## src/rtl/score_digit_renderer.sv

```systemverilog
// Per-player BCD score counter rendered straight from the VGA beam position, with win blink.
// Optional: define SCORE_LEADING_ZERO_BLANK_EN to blank leading zero digits.
module score_digit_renderer #(
  parameter int unsigned              DIGITS       = 2,
  parameter int unsigned              SCALE_LOG2   = 3,
  parameter int unsigned              X0           = 16,
  parameter int unsigned              Y0           = 16,
  parameter logic [4*DIGITS-1:0]      WIN_SCORE    = 8'h11,
  parameter int unsigned              BLINK_FRAMES = 15
) (
  input  logic                  clk,
  input  logic                  reset,
  input  logic                  inc,
  input  logic                  clr,
  input  logic                  frame_tick,
  input  logic                  video_on,
  input  logic [9:0]            pixel_x,
  input  logic [9:0]            pixel_y,
  output logic                  pixel,
  output logic [4*DIGITS-1:0]   score_bcd,
  output logic                  win
);

  localparam int unsigned W          = 4 * DIGITS;
  localparam logic [9:0]  X0_L       = 10'(X0);
  localparam logic [9:0]  Y0_L       = 10'(Y0);
  localparam logic [9:0]  FX_LIM     = 10'(4 * DIGITS);
  localparam logic [9:0]  FY_LIM     = 10'd5;
  localparam logic [7:0]  BLINK_LAST = 8'(BLINK_FRAMES - 1);
  localparam logic [1:0]  TOP_DIGIT  = 2'(DIGITS - 1);

  logic [W-1:0] score_q, score_d, score_inc;
  logic         win_q, win_d;
  logic [7:0]   cnt_q, cnt_d;
  logic         phase_q, phase_d;
  logic         pixel_q, pixel_d;
  logic         all_nine, carry;

  logic [9:0]   dx, dy, fx, fy;
  logic         region;
  logic [1:0]   cell_k, col_c, dig_idx;
  logic [2:0]   row_r;
  logic [3:0]   nib, bit_idx;
  logic [14:0]  glyph;
  logic         blank;

  // Rows top to bottom, three bits each, leftmost column in the MSB of each row.
  function automatic logic [14:0] glyph_bits(input logic [3:0] d);
    unique case (d)
      4'd0:    glyph_bits = 15'b111_101_101_101_111;
      4'd1:    glyph_bits = 15'b010_110_010_010_010;
      4'd2:    glyph_bits = 15'b111_001_111_100_111;
      4'd3:    glyph_bits = 15'b111_001_111_001_111;
      4'd4:    glyph_bits = 15'b101_101_111_001_001;
      4'd5:    glyph_bits = 15'b111_100_111_001_111;
      4'd6:    glyph_bits = 15'b111_100_111_101_111;
      4'd7:    glyph_bits = 15'b111_001_010_010_010;
      4'd8:    glyph_bits = 15'b111_101_111_101_111;
      4'd9:    glyph_bits = 15'b111_101_111_001_111;
      default: glyph_bits = 15'b0;
    endcase
  endfunction

  // BCD increment with ripple carry, resolved within one cycle.
  always_comb begin
    all_nine  = 1'b1;
    carry     = 1'b1;
    score_inc = score_q;
    for (int i = 0; i < DIGITS; i++) begin
      if (score_q[4*i +: 4] != 4'd9) all_nine = 1'b0;
      if (carry) begin
        if (score_q[4*i +: 4] == 4'd9) begin
          score_inc[4*i +: 4] = 4'd0;
        end else begin
          score_inc[4*i +: 4] = score_q[4*i +: 4] + 4'd1;
          carry               = 1'b0;
        end
      end
    end
  end

  always_comb begin
    score_d = score_q;
    if (clr) begin
      score_d = '0;
    end else if (inc && !all_nine) begin
      score_d = score_inc;
    end
    win_d = (score_d == WIN_SCORE);
  end

  always_comb begin
    cnt_d   = cnt_q;
    phase_d = phase_q;
    if (!win_q) begin
      cnt_d   = 8'd0;
      phase_d = 1'b0;
    end else if (frame_tick) begin
      if (cnt_q == BLINK_LAST) begin
        cnt_d   = 8'd0;
        phase_d = ~phase_q;
      end else begin
        cnt_d = cnt_q + 8'd1;
      end
    end
  end

  always_comb begin
    dx      = pixel_x - X0_L;
    dy      = pixel_y - Y0_L;
    fx      = dx >> SCALE_LOG2;
    fy      = dy >> SCALE_LOG2;
    region  = (pixel_x >= X0_L) && (pixel_y >= Y0_L) && (fx < FX_LIM) && (fy < FY_LIM);
    cell_k  = fx[3:2];
    col_c   = fx[1:0];
    row_r   = fy[2:0];
    // Cell 0 is the leftmost on screen, which holds the most significant digit.
    dig_idx = TOP_DIGIT - cell_k;
    nib     = 4'd0;
    blank   = 1'b0;
    for (int i = 0; i < DIGITS; i++) begin
      if (dig_idx == 2'(i)) nib = score_q[4*i +: 4];
    end
`ifdef SCORE_LEADING_ZERO_BLANK_EN
    begin : lead_zero
      logic zero_run;
      zero_run = 1'b1;
      for (int i = DIGITS - 1; i >= 1; i--) begin
        zero_run = zero_run && (score_q[4*i +: 4] == 4'd0);
        if (zero_run && (dig_idx == 2'(i))) blank = 1'b1;
      end
    end
`endif
    glyph   = glyph_bits(nib);
    bit_idx = 4'd14 - (4'(row_r) * 4'd3 + 4'(col_c));
    pixel_d = video_on && region && (col_c != 2'd3) && !blank && !phase_q &&
              (bit_idx < 4'd15) && glyph[bit_idx];
  end

  always_ff @(posedge clk) begin
    if (reset) begin
      score_q <= '0;
      win_q   <= 1'b0;
      cnt_q   <= 8'd0;
      phase_q <= 1'b0;
      pixel_q <= 1'b0;
    end else begin
      score_q <= score_d;
      win_q   <= win_d;
      cnt_q   <= cnt_d;
      phase_q <= phase_d;
      pixel_q <= pixel_d;
    end
  end

  assign pixel     = pixel_q;
  assign score_bcd = score_q;
  assign win       = win_q;

endmodule
```

## config.mk

```make
export PLATFORM = sky130hd
export DESIGN_NAME = score_digit_renderer
export DESIGN_NICKNAME = d
export VERILOG_FILES = /design/src/rtl/score_digit_renderer.sv
export SDC_FILE = /design/constraint.sdc
export NUM_CORES = 1
export LEC_CHECK = 0
export ABC_AREA = 1
export CORE_ASPECT_RATIO = 0.6
export CORE_MARGIN = 1.5
export CORE_UTILIZATION = 29
export DETAILED_ROUTE_END_ITERATION = 10
export GPL_TIMING_DRIVEN = 1
export SLEW_MARGIN = 20
export SYNTH_ARGS = -nofsm -noshare
export SYNTH_HDL_FRONTEND = slang
export SYNTH_SLANG_ARGS = --single-unit
export TNS_END_PERCENT = 1
```

## constraint.sdc

```tcl
create_clock -name clk -period 3.2 [get_ports clk]
set_input_delay 0.64 -clock clk [delete_from_list [all_inputs] [get_ports clk]]
set_output_delay 0.64 -clock clk [all_outputs]
set_load 0.005 [all_outputs]
```

==> implementation parameters, run 1 <==
Parameter                              Value

STA
  Number of hold violations in the final report    0
  Unrepaired setup endpoints after global routing    no
  Shortest period the worst path allows    2.91 ns
  Top achievable clock speed    344 MHz
  Final critical-path share of the clock period    0.909
  Worst Clk Skew    0.0108 ns
  Sum of negative setup slack    0 ns
  Endpoints failing setup    0
  Pins Over Slew Limit    0
  Normalized max-slew margin    0.734
  Transition time at the pin with the least slew margin    0.398 ns

Setup path
  Worst setup EP type    flop
  Kind of start point of the critical path    input port
  Critical path launch point    pixel_x[4]
  Category of the critical setup timing path    in -> reg
  Peak per-stage delay on the critical path    0.65 ns
  End of the critical path    pixel
  Critical path buffers and inverters    4
  CP Data Required Time    3.41 ns
  Depth of the critical timing path with buffers and inverters included    12
  Slack of the worst reg-to-reg path    1.33 ns
  Worst path top cell family by delay    adder cells
  Worst-path maximum fanout    5
  FF-to-FF path depth    13
  Data arrival time of the worst path    3.12 ns
  Startpoint of the worst register-to-register path    score_bcd[4]
  Critical-path top delay cell    fa_1
  Cell breakdown of the critical path    clkdlybuf4s50_1 -> inv_1 -> fa_1 -> fa_1 -> inv_1 -> a21oi_1 -> nand3_1 -> nand2_1 -> inv_1 -> nand2_1 -> nand2_1 -> nor2_1
  Worst flop-to-flop path endpoint    pixel

Detailed routing
  Met2 routed wirelength    1.34 mm
  Post-detailed-route count of antenna-violating nets    0
  Initial DRT Pass Iterations    4
  Via total after detailed routing    1,622
  Top routing layer in use    met4
  Average wire length per cell after detail routing    10.3 um
  Met1 routed wirelength after detailed routing    2.24 mm
  Iteration-0 DRC Markers    93
  Total length of routed wires    3.78 mm
  DRC errors left    0
  Via density per instance    4.44
  Length of routed met3 wiring    156 um

Floorplan
  Height of the chip    61.0 um
  Initial core utilization    0.311
  # IOs    36
  Number of standard-cell rows in the floorplan    20
  Floorplan Core Area    0.00523 sq mm
  Overall die width    99.7 um
  Die Outline Area    0.00608 sq mm

Placement
  Gp weighted congestion    0.839
  Buffers added on ports    29
  HPWL after DPL    3.21 mm
  Instance area at placement    0.00206 sq mm

GRT
  Combined global-route utilization of all metal layers    0.134
  Total gr overflow    0
  Antenna violations before repair    0
  Pin count of the biggest net entering global routing    11
  Global-route wire length before repair    6.36 mm
  Vias in the first global route    1,446

Logic synthesis
  Register bit total from synthesis    19
  Share of the yosys chip area belonging to registers    0.234
  Synth top area share    0.234
  Most instantiated flip-flop cell in the synthesis netlist    dfxtp_1
  Synth top cells by count    nand2_1 (63), inv_1 (43), nor2_1 (36)
  Cells taking the most area after synthesis    dfxtp_1 (23%), nand2_1 (15%), ha_1 (12%), inv_1 (9.9%), nor2_1 (8.3%)
  Async set-or-reset flop fraction in the synthesized netlist    0
  Synth Net Count    301
  Total standard cell area after synthesis    0.00163 sq mm
  Number of enable flip-flop cells after synthesis    0
  Post-synth cell types    28
  Cell taking the most area after synthesis    dfxtp_1
  Library cell with the highest instance count after synthesis    nand2_1
  Average footprint of a synthesized cell    6.30 sq um
  Number of warnings reported in the yosys synthesis log    0
  Instance count of the mapped netlist    258

Clock tree
  Number of buffers inserted to repair setup after CTS    0
  Longest Clk Path Bufs    2
  Clock latency at the later pin of the worst-skew pair    0.26 ns
  Cell at the root of the clock tree    clkbuf_8
  Clock Sinks    19
  Clock H-tree levels    1
  Post-CTS Resized    0
  Clock transition time at the flip-flop clock pins of the worst setup and hold paths    0.08 ns
  Cts bufs inserted    3
  Total of hold buffers inserted after clock tree synthesis    0
  CTS tree    done

Final layout
  Final nets    343
  Layout overhead on the synthesized area    29.6%
  Count of fill cells added during filler insertion    552
  Fraction of layout cells with a size suffix above 1    0.0870
  Ant. Diodes    0
  Post-Layout Inst Area    0.00211 sq mm
  Utilization after layout    0.403

Outcome
  Run status    completed

Worst hold path
  Tightest Hold Check Type    reg -> reg

Pwr
  Power density relative to cell area    274 mW/mm^2
  Worst-case vdd ir drop    0.112 mV
  Leakage    0.952 nW
  Total power consumption of the routed design    577 uW

Run
  Number of maximum-capacitance violations    0
[registers in the layout (all words and copies together) (netlist names)]
register   count
cnt_q          8
score_bcd      8
phase_q        1
pixel          1
win            1
[cell families after synthesis]
| family | Yosys count | share of synthesized area |
|---|---|---|
| AOI/OAI and AO/OA | 23 | 0.0878 |
| DFF | 19 | 0.234 |
| buffers and inverters | 48 | 0.111 |
| and+or+nand+nor | 145 | 0.395 |
| adders and majority gates | 17 | 0.140 |
| xor gates and xnor gates | 6 | 0.0323 |
[metrics by stage]
step / hold WS (ns) / cells / setup WS [ns]
CTS: 0.472 / 365 / 0.287
detailed placement: 0.459 / 361 / 0.0132
global route: 0.482 / 365 / 0.0113
global placement: 0.464 / 361 / 0.0289
floorplan: 0.439 / 258 / 0.457
finish: 0.466 / 365 / 0.291
[worst min path at each step]
stage,from,to,slack [ns],cells after the start
after global placement,phase_q,phase_q,0.46,2
after global routing,phase_q,phase_q,0.48,2
after CTS,phase_q,phase_q,0.47,2
final,phase_q,phase_q,0.47,2
after detailed placement,phase_q,phase_q,0.46,2
after floorplan,phase_q,phase_q,0.44,2
[where the power goes]
part           internal (mW)  switching, mW  total [mW]  leakage [nW]
Clock                 0.0886         0.0855       0.174        0.0228
Combinational         0.0750         0.0895       0.164         0.776
Sequential             0.237        0.00149       0.239         0.153
Total                  0.401          0.176       0.577         0.952
[layer usage]
metal  global-route usage  vias to the layer above
li1                     -                      903
met1                0.201                      689
met2                0.188                       26
met3               0.0346                        4
met4               0.0402                        0
met5                    0                        -
[layout by cell type, fill, tap and decap left out, drive strengths merged]
cell and n:
xor2 5, inv 47, o21ai 10, ha 15
nand3b 1, nor4 5, xnor2 1, or2 2
o22ai 1, nor3 4, nand2 67, nor2 36
a211oi 1, buf 9, nor3b 4, clkbuf 4
fa 2, dfxtp 19, o211ai 1, nand4 7
a21oi 9, nand3 19, o31ai 1, clkdlybuf4s50 29
[worst min-delay path: cells and delay by family, from the launching register on]
family / cells / cell delay (ns)
DFF: 1 / 0.31
buffers and inverters: 1 / 0.06
AOI/OAI and AO/OA: 1 / 0.05
[layout make-up]
class                      instances  area, sq um  area share
tap                               66         82.6      0.0392
timing repair buffer              38          358       0.170
multi-input combinational        191         1060       0.505
sequential                        19          380       0.181
clock buffer                       4         45.0      0.0214
inverter                          47          176      0.0837
Power figures use the tool's default switching activity.
==> run 2: changes to the inputs <==
--- a/config.mk
+++ b/config.mk
@@ -5,7 +5,6 @@
 export SDC_FILE = /design/constraint.sdc
 export NUM_CORES = 1
 export LEC_CHECK = 0
-export ABC_AREA = 1
 export CORE_ASPECT_RATIO = 0.6
 export CORE_MARGIN = 1.5
 export CORE_UTILIZATION = 29
==> implementation parameters, run 2 <==
Parameter                              Value

STA
  Shortest period the worst path allows    3.09 ns (+0.183 ns)
  Sum of negative setup slack    0 ns (unchanged)
  Worst Clk Skew    0.00447 ns (-0.00638 ns)
  Normalized max-slew margin    0.713 (-0.0210)
  Tightest hold margin    0.510 ns (+0.0439 ns)
  Unrepaired setup endpoints after global routing    no
  Number of hold violations in the final report    0 (unchanged)
  Top achievable clock speed    323 MHz (-5.9%)
  Endpoints failing setup    0 (unchanged)
  Pins Over Slew Limit    0 (unchanged)
  Final critical-path share of the clock period    0.966 (+0.0572)
  Transition time at the pin with the least slew margin    0.420 ns (+0.0219 ns)

Setup path
  Startpoint of the worst register-to-register path    score_bcd[1]
  FF-to-FF path depth    8 (-5)
  Critical-path top delay cell    or4_4
  Worst flop-to-flop path endpoint    pixel
  Data arrival time of the worst path    3.27 ns (+0.15 ns)
  CP Data Required Time    3.38 ns (-0.03 ns)
  Worst setup EP type    flop
  Critical path launch point    pixel_x[5]
  Worst-path maximum fanout    5 (unchanged)
  Category of the critical setup timing path    in -> reg
  Peak per-stage delay on the critical path    0.48 ns (-0.17 ns)
  Kind of start point of the critical path    input port
  Slack of the worst reg-to-reg path    0.93 ns (-0.40 ns)
  Cell breakdown of the critical path    clkdlybuf4s50_1 -> inv_1 -> ha_4 -> mux2_2 -> and2_4 -> ha_1 -> o21ai_2 -> a2bb2oi_1 -> nor3_1 -> or4_4 -> a311oi_2

GRT
  Total gr overflow    0 (unchanged)
  Global-route wire length before repair    6.66 mm (+4.7%)
  Antenna violations before repair    0 (unchanged)
  Pin count of the biggest net entering global routing    13 (+2)
  Vias in the first global route    1,432 (-0.97%)
  Combined global-route utilization of all metal layers    0.141 (+0.00675)

Clock tree
  Longest Clk Path Bufs    2 (unchanged)
  Cell at the root of the clock tree    clkbuf_8
  Cts bufs inserted    3 (unchanged)
  Clock latency at the later pin of the worst-skew pair    0.26 ns (about the same)
  Clock Sinks    19 (unchanged)
  Clock H-tree levels    1 (unchanged)
  Clock transition time at the flip-flop clock pins of the worst setup and hold paths    0.08 ns (about the same)
  Total of hold buffers inserted after clock tree synthesis    0 (unchanged)
  CTS tree    done

Placement
  HPWL after DPL    3.27 mm (+1.8%)
  Instance area at placement    0.00218 sq mm (+5.6%)
  Placed cell count    319 (-12%)
  Gp weighted congestion    0.804 (-4.2%)
  Buffers added on ports    29 (unchanged)

Final layout
  Ant. Diodes    0 (unchanged)
  Most common library cell in the layout ignoring fill and taps    buf_4
  Utilization after layout    0.449 (+0.0464)
  Highest-count cells in the layout ignoring fill and taps    buf_4 (36), clkdlybuf4s50_1 (27), nor2_1 (23), dfxtp_1 (19), ha_1 (13)
  Fraction of layout cells with a size suffix above 1    0.233 (+0.146)
  Post-Layout Inst Area    0.00230 sq mm (+9.4%)
  Layout overhead on the synthesized area    47.6%
  Final nets    302 (-12%)
  Post-layout instance count excluding filler cells    324 (-11%)

Pwr
  Comb pwr share    0.356 (+0.071)
  Leakage    0.943 nW (-0.97%)
  Worst-case vdd ir drop    0.124 mV (+11%)
  Power density relative to cell area    280 mW/mm^2 (+2.2%)
  Clock group share of total power    0.274 (-0.028)
  Pint    456 uW (+14%)
  Seq pwr share    0.370 (-0.043)
  Switching part of the total power    0.294 (-0.0120)
  Net load switching power    189 uW (+7.4%)

Detailed routing
  Total length of routed wires    4.03 mm (+6.7%)
  Via total after detailed routing    1,545 (-4.7%)
  Via density per instance    4.77 (+7.3%)
  Iteration-0 DRC Markers    58 (-38%)
  Initial DRT Pass Iterations    4 (unchanged)
  Average wire length per cell after detail routing    12.4 um (+20%)
  DRC errors left    0 (unchanged)
  Post-detailed-route count of antenna-violating nets    0 (unchanged)

Logic synthesis
  Most instantiated flip-flop cell in the synthesis netlist    dfxtp_1
  Cell taking the most area after synthesis    dfxtp_1
  Share of the yosys chip area belonging to registers    0.244 (+0.00956)
  Synth Net Count    236 (-22%)
  Synth top cells by count    nor2_1 (23), dfxtp_1 (19), ha_1 (15)
  Post-synth cell types    49 (+75%)
  Synth top area share    0.244 (+0.00956)
  Number of enable flip-flop cells after synthesis    0 (unchanged)
  Total standard cell area after synthesis    0.00156 sq mm (-3.9%)
  Number of warnings reported in the yosys synthesis log    0 (unchanged)
  Register bit total from synthesis    19 (unchanged)
  Async set-or-reset flop fraction in the synthesized netlist    0 (unchanged)
  Instance count of the mapped netlist    193 (-25%)
  Average footprint of a synthesized cell    8.09 sq um (+28%)
  Cells taking the most area after synthesis    dfxtp_1 (24%), ha_1 (12%), nor2_1 (5.5%), xnor2_1 (4.5%), xor2_1 (4.5%)
  Library cell with the highest instance count after synthesis    nor2_1

Run
  Number of maximum-capacitance violations    0 (unchanged)

Outcome
  Run status    completed

Floorplan
  Overall die width    97.7 um (-1.9%)
  # IOs    36 (unchanged)
  Number of standard-cell rows in the floorplan    20 (unchanged)
  Die Outline Area    0.00585 sq mm (-3.8%)
  Height of the chip    59.8 um (-1.9%)
  Initial core utilization    0.304 (-0.00638)
  Floorplan Core Area    0.00513 sq mm (-1.9%)

Worst hold path
  Hold path depth    2 (unchanged)
  End point of the most critical hold path    cnt_q[3]
  Tightest Hold Check Type    reg -> reg
  Source of the worst hold timing path    cnt_q[3]
## run 2: changes by cell type in the layout (fill, tap and decap cells not counted), moves of 7 or more
cell / change
buf_4: +27
inv_1: -32
nand2_1: -52
nand3_1: -11
nor2_1: -13
xnor2_1: +7
## run 2: power groups by stage
| stage | registers [mW] | clock network (mW) | logic, mW |
|---|---|---|---|
| 6_report | 0.238 | 0.177 | 0.230 |
| 5_1_grt | 0.239 | 0.197 | 0.253 |
| 4_1_cts | 0.238 | 0.186 | 0.215 |
| 3_5_place_dp | 0.244 | 0 | 0.211 |
| 3_3_place_gp | 0.244 | 0 | 0.209 |
| 2_1_floorplan | 0.244 | 0 | 0.106 |
## run 2: timing repair
| action | CTS | global route |
|---|---|---|
| setup buffers | 0 | 1 |
| pin swaps | 2 | 4 |
| resized for setup | 5 | 13 |
| endpoints found under the setup margin | 1 | 1 |
## run 2: cell type report
cell class | count | area [sq um]
clock buffers | 3 | 41.3
flip-flops and latches | 19 | 380
repair buffers | 65 | 566
fillers | 496 | 2830
well taps | 66 | 82.6
clock inverters | 1 | 7.51
multi-input cells | 156 | 1170
inverters | 14 | 52.6
## run 2: kinds of logic after synthesis
| kind of cell | count (synthesis) | share of synthesized area |
|---|---|---|
| AND/OR/NAND/NOR | 78 | 0.260 |
| AO/OA/AOI/OAI | 38 | 0.166 |
| flip-flops | 19 | 0.244 |
| buffers and inverters | 18 | 0.0457 |
| XOR/XNOR | 17 | 0.100 |
| adder cells (fa/ha/maj) | 17 | 0.146 |
| multiplexers | 6 | 0.0393 |
## run 2: worst max-delay path by stage
stage	endpoint	slack, ns	cells after the start
2_1_floorplan	pixel	0.08	8
3_3_place_gp	pixel	-0.32	10
3_5_place_dp	pixel	-0.37	10
4_1_cts	pixel	0.02	11
5_1_grt	pixel	0.007	11
6_report	pixel	0.11	11
## run 2: metal layers
metal,up-vias,global-route usage,part of all wire,wire length [um]
met2,14,0.210,0.41,1650
met3,3,0.0269,0.028,111
met1,702,0.215,0.56,2260
li1,826,-,-,-
met5,-,0,0,0
met4,0,0.0184,0.0027,11
## run 2: critical path, delay by kind of cell
kind	cells	cell delay [ns]
muxes	1	0.33
and+or+nand+nor	3	0.73
buffers and inverters	2	0.53
AOI/OAI and AO/OA	3	0.54
adders and majority gates	2	0.50
## run 2: through the flow
step,setup WS (ns),total power [mW]
detailed placement,-0.365,0.455
floorplan,0.0838,0.349
global placement,-0.323,0.453
global route,0.00724,0.689
CTS,0.0166,0.640
finish,0.108,0.645
==> run 3: changes to the inputs <==
--- a/config.mk
+++ b/config.mk
@@ -10,6 +10,7 @@
 export CORE_UTILIZATION = 29
 export DETAILED_ROUTE_END_ITERATION = 10
 export GPL_TIMING_DRIVEN = 1
+export PLACE_DENSITY = 0.58
 export SLEW_MARGIN = 20
 export SYNTH_ARGS = -nofsm -noshare
 export SYNTH_HDL_FRONTEND = slang
==> implementation parameters, run 3 (synthesis results as in run 2) <==
Parameter                              Value

Outcome
  Run status    completed

Setup path
  Peak per-stage delay on the critical path    0.49 ns (about the same)
  Critical path buffers and inverters    2 (unchanged)
  Data arrival time of the worst path    3.25 ns (-0.02 ns)
  Cell breakdown of the critical path    clkdlybuf4s50_1 -> inv_1 -> ha_4 -> mux2_2 -> and2_4 -> ha_1 -> o21ai_2 -> a2bb2oi_1 -> nor3_1 -> or4_4 -> a311oi_2
  Worst path top cell family by delay    simple AND/OR/NAND/NOR gates
  Critical-path top delay cell    or4_4
  Kind of start point of the critical path    input port
  CP Data Required Time    3.39 ns (about the same)
  Category of the critical setup timing path    in -> reg
  Worst setup EP type    flop
  Slack of the worst reg-to-reg path    0.94 ns (about the same)
  Worst-path maximum fanout    5 (unchanged)

Placement
  Buffers added on ports    29 (unchanged)
  Instance area at placement    0.00217 sq mm (-0.34%)
  Gp weighted congestion    0.828 (+3.0%)
  Worst slack at placement    -0.353 ns (+0.0121 ns)
  HPWL after DPL    3.25 mm (-0.55%)

GRT
  Pin count of the biggest net entering global routing    13 (unchanged)
  Global-route wire length before repair    6.57 mm (-1.4%)
  Total gr overflow    0 (unchanged)
  Antenna violations before repair    0 (unchanged)
  Vias in the first global route    1,430 (-0.14%)
  Combined global-route utilization of all metal layers    0.141 (-0.000438)

Detailed routing
  Via density per instance    4.85 (+1.7%)
  Average wire length per cell after detail routing    12.6 um (+1.2%)
  Post-detailed-route count of antenna-violating nets    0 (unchanged)
  Via total after detailed routing    1,571 (+1.7%)
  Iteration-0 DRC Markers    72 (+24%)
  Initial DRT Pass Iterations    4 (unchanged)
  DRC errors left    0 (unchanged)
  Total length of routed wires    4.08 mm (+1.2%)

Pwr
  Power density relative to cell area    283 mW/mm^2 (+1.1%)
  Clock group share of total power    0.280 (+0.006)
  Net load switching power    199 uW (+4.8%)
  Comb pwr share    0.357 (about the same)
  Worst-case vdd ir drop    0.152 mV (+22%)
  Leakage    0.954 nW (+1.2%)
  Switching part of the total power    0.303 (+0.00936)
  Seq pwr share    0.364 (-0.006)
  Pint    457 uW (+0.21%)

STA
  Unrepaired setup endpoints after global routing    no
  Transition time at the pin with the least slew margin    0.419 ns (-0.00113 ns)
  Normalized max-slew margin    0.713 (+0.000771)
  Post-route setup slack    0.134 ns (+0.0255 ns)
  Pins Over Slew Limit    0 (unchanged)
  Sum of negative setup slack    0 ns (unchanged)
  Top achievable clock speed    326 MHz (+0.83%)
  Final critical-path share of the clock period    0.958 (-0.00797)
  Shortest period the worst path allows    3.07 ns (-0.0255 ns)
  Endpoints failing setup    0 (unchanged)
  Number of hold violations in the final report    0 (unchanged)
  Tightest hold margin    0.504 ns (-0.00602 ns)
  Worst Clk Skew    0.00583 ns (+0.00136 ns)

Final layout
  Count of fill cells added during filler insertion    496 (unchanged)
  Highest-count cells in the layout ignoring fill and taps    buf_4 (35), clkdlybuf4s50_1 (26), nor2_1 (23), dfxtp_1 (19), ha_1 (12)
  Most common library cell in the layout ignoring fill and taps    buf_4
  Fraction of layout cells with a size suffix above 1    0.236 (+0.00388)
  Layout overhead on the synthesized area    48.3%
  Ant. Diodes    0 (unchanged)
  Post-Layout Inst Area    0.00232 sq mm (+0.49%)
  Final nets    302 (unchanged)

Clock tree
  Total of hold buffers inserted after clock tree synthesis    0 (unchanged)
  Longest Clk Path Bufs    2 (unchanged)
  Clock latency at the later pin of the worst-skew pair    0.27 ns (about the same)
  CTS tree    done
  Cts bufs inserted    3 (unchanged)
  Clock Sinks    19 (unchanged)
  Clock transition time at the flip-flop clock pins of the worst setup and hold paths    0.08 ns (about the same)
  Clock H-tree levels    1 (unchanged)
  Cell at the root of the clock tree    clkbuf_8

Worst hold path
  Tightest Hold Check Type    reg -> reg

Floorplan
  Floorplan Core Area    0.00513 sq mm (unchanged)
  Initial core utilization    0.304 (unchanged)
  Height of the chip    59.8 um (unchanged)
  # IOs    36 (unchanged)
  Die Outline Area    0.00585 sq mm (unchanged)
  Number of standard-cell rows in the floorplan    20 (unchanged)
  Overall die width    97.7 um (unchanged)

Run
  Number of maximum-capacitance violations    0 (unchanged)
## run 3: final timing paths
kind	startpoint	endpoint	depth (start not counted)
worst max register to register	score_bcd[1]	pixel	9
worst min register to register	win	phase_q	1
worst min-delay path	win	phase_q	1
worst max-delay path	pixel_x[5]	pixel	11
## run 3: power by group through the flow
stage	sequential, mW	clock [mW]	combinational, mW
floorplan	0.244	0	0.106
global route	0.239	0.202	0.253
CTS	0.238	0.189	0.211
global placement	0.244	0	0.205
detailed placement	0.244	0	0.207
finish	0.238	0.183	0.234
## run 3: per-stage QoR
step                instances  utilization  total power [mW]
floorplan                 193            -             0.349
global placement          318        0.423             0.449
detailed placement        318        0.423             0.451
CTS                       322        0.438             0.639
global route              324        0.451             0.694
finish                    324        0.451             0.655
## run 3: area by class of cell
cell class | instances | area, sq um | share of cell area
Clock buffer | 3 | 41.3 | 0.0178
Tap cell | 66 | 82.6 | 0.0357
Timing Repair Buffer | 65 | 572 | 0.247
Sequential cell | 19 | 380 | 0.164
Clock inverter | 1 | 7.51 | 0.00324
Multi-Input combinational cell | 156 | 1180 | 0.509
Inverter | 14 | 52.6 | 0.0227
## run 3: metal layers
metal  vias to the layer above  wire length (um)  GRT usage
li1                        821                 -          -
met1                       713              2150      0.208
met2                        33              1660      0.213
met3                         4               236     0.0269
met4                         0                37     0.0265
met5                         -                 0          0
## run 3: repair_timing
action                                  in CTS  in global routing
endpoints found under the setup margin       1                  1
setup buffers                                0                  2
gates resized for setup                      4                 17
pin swaps                                    2                  5
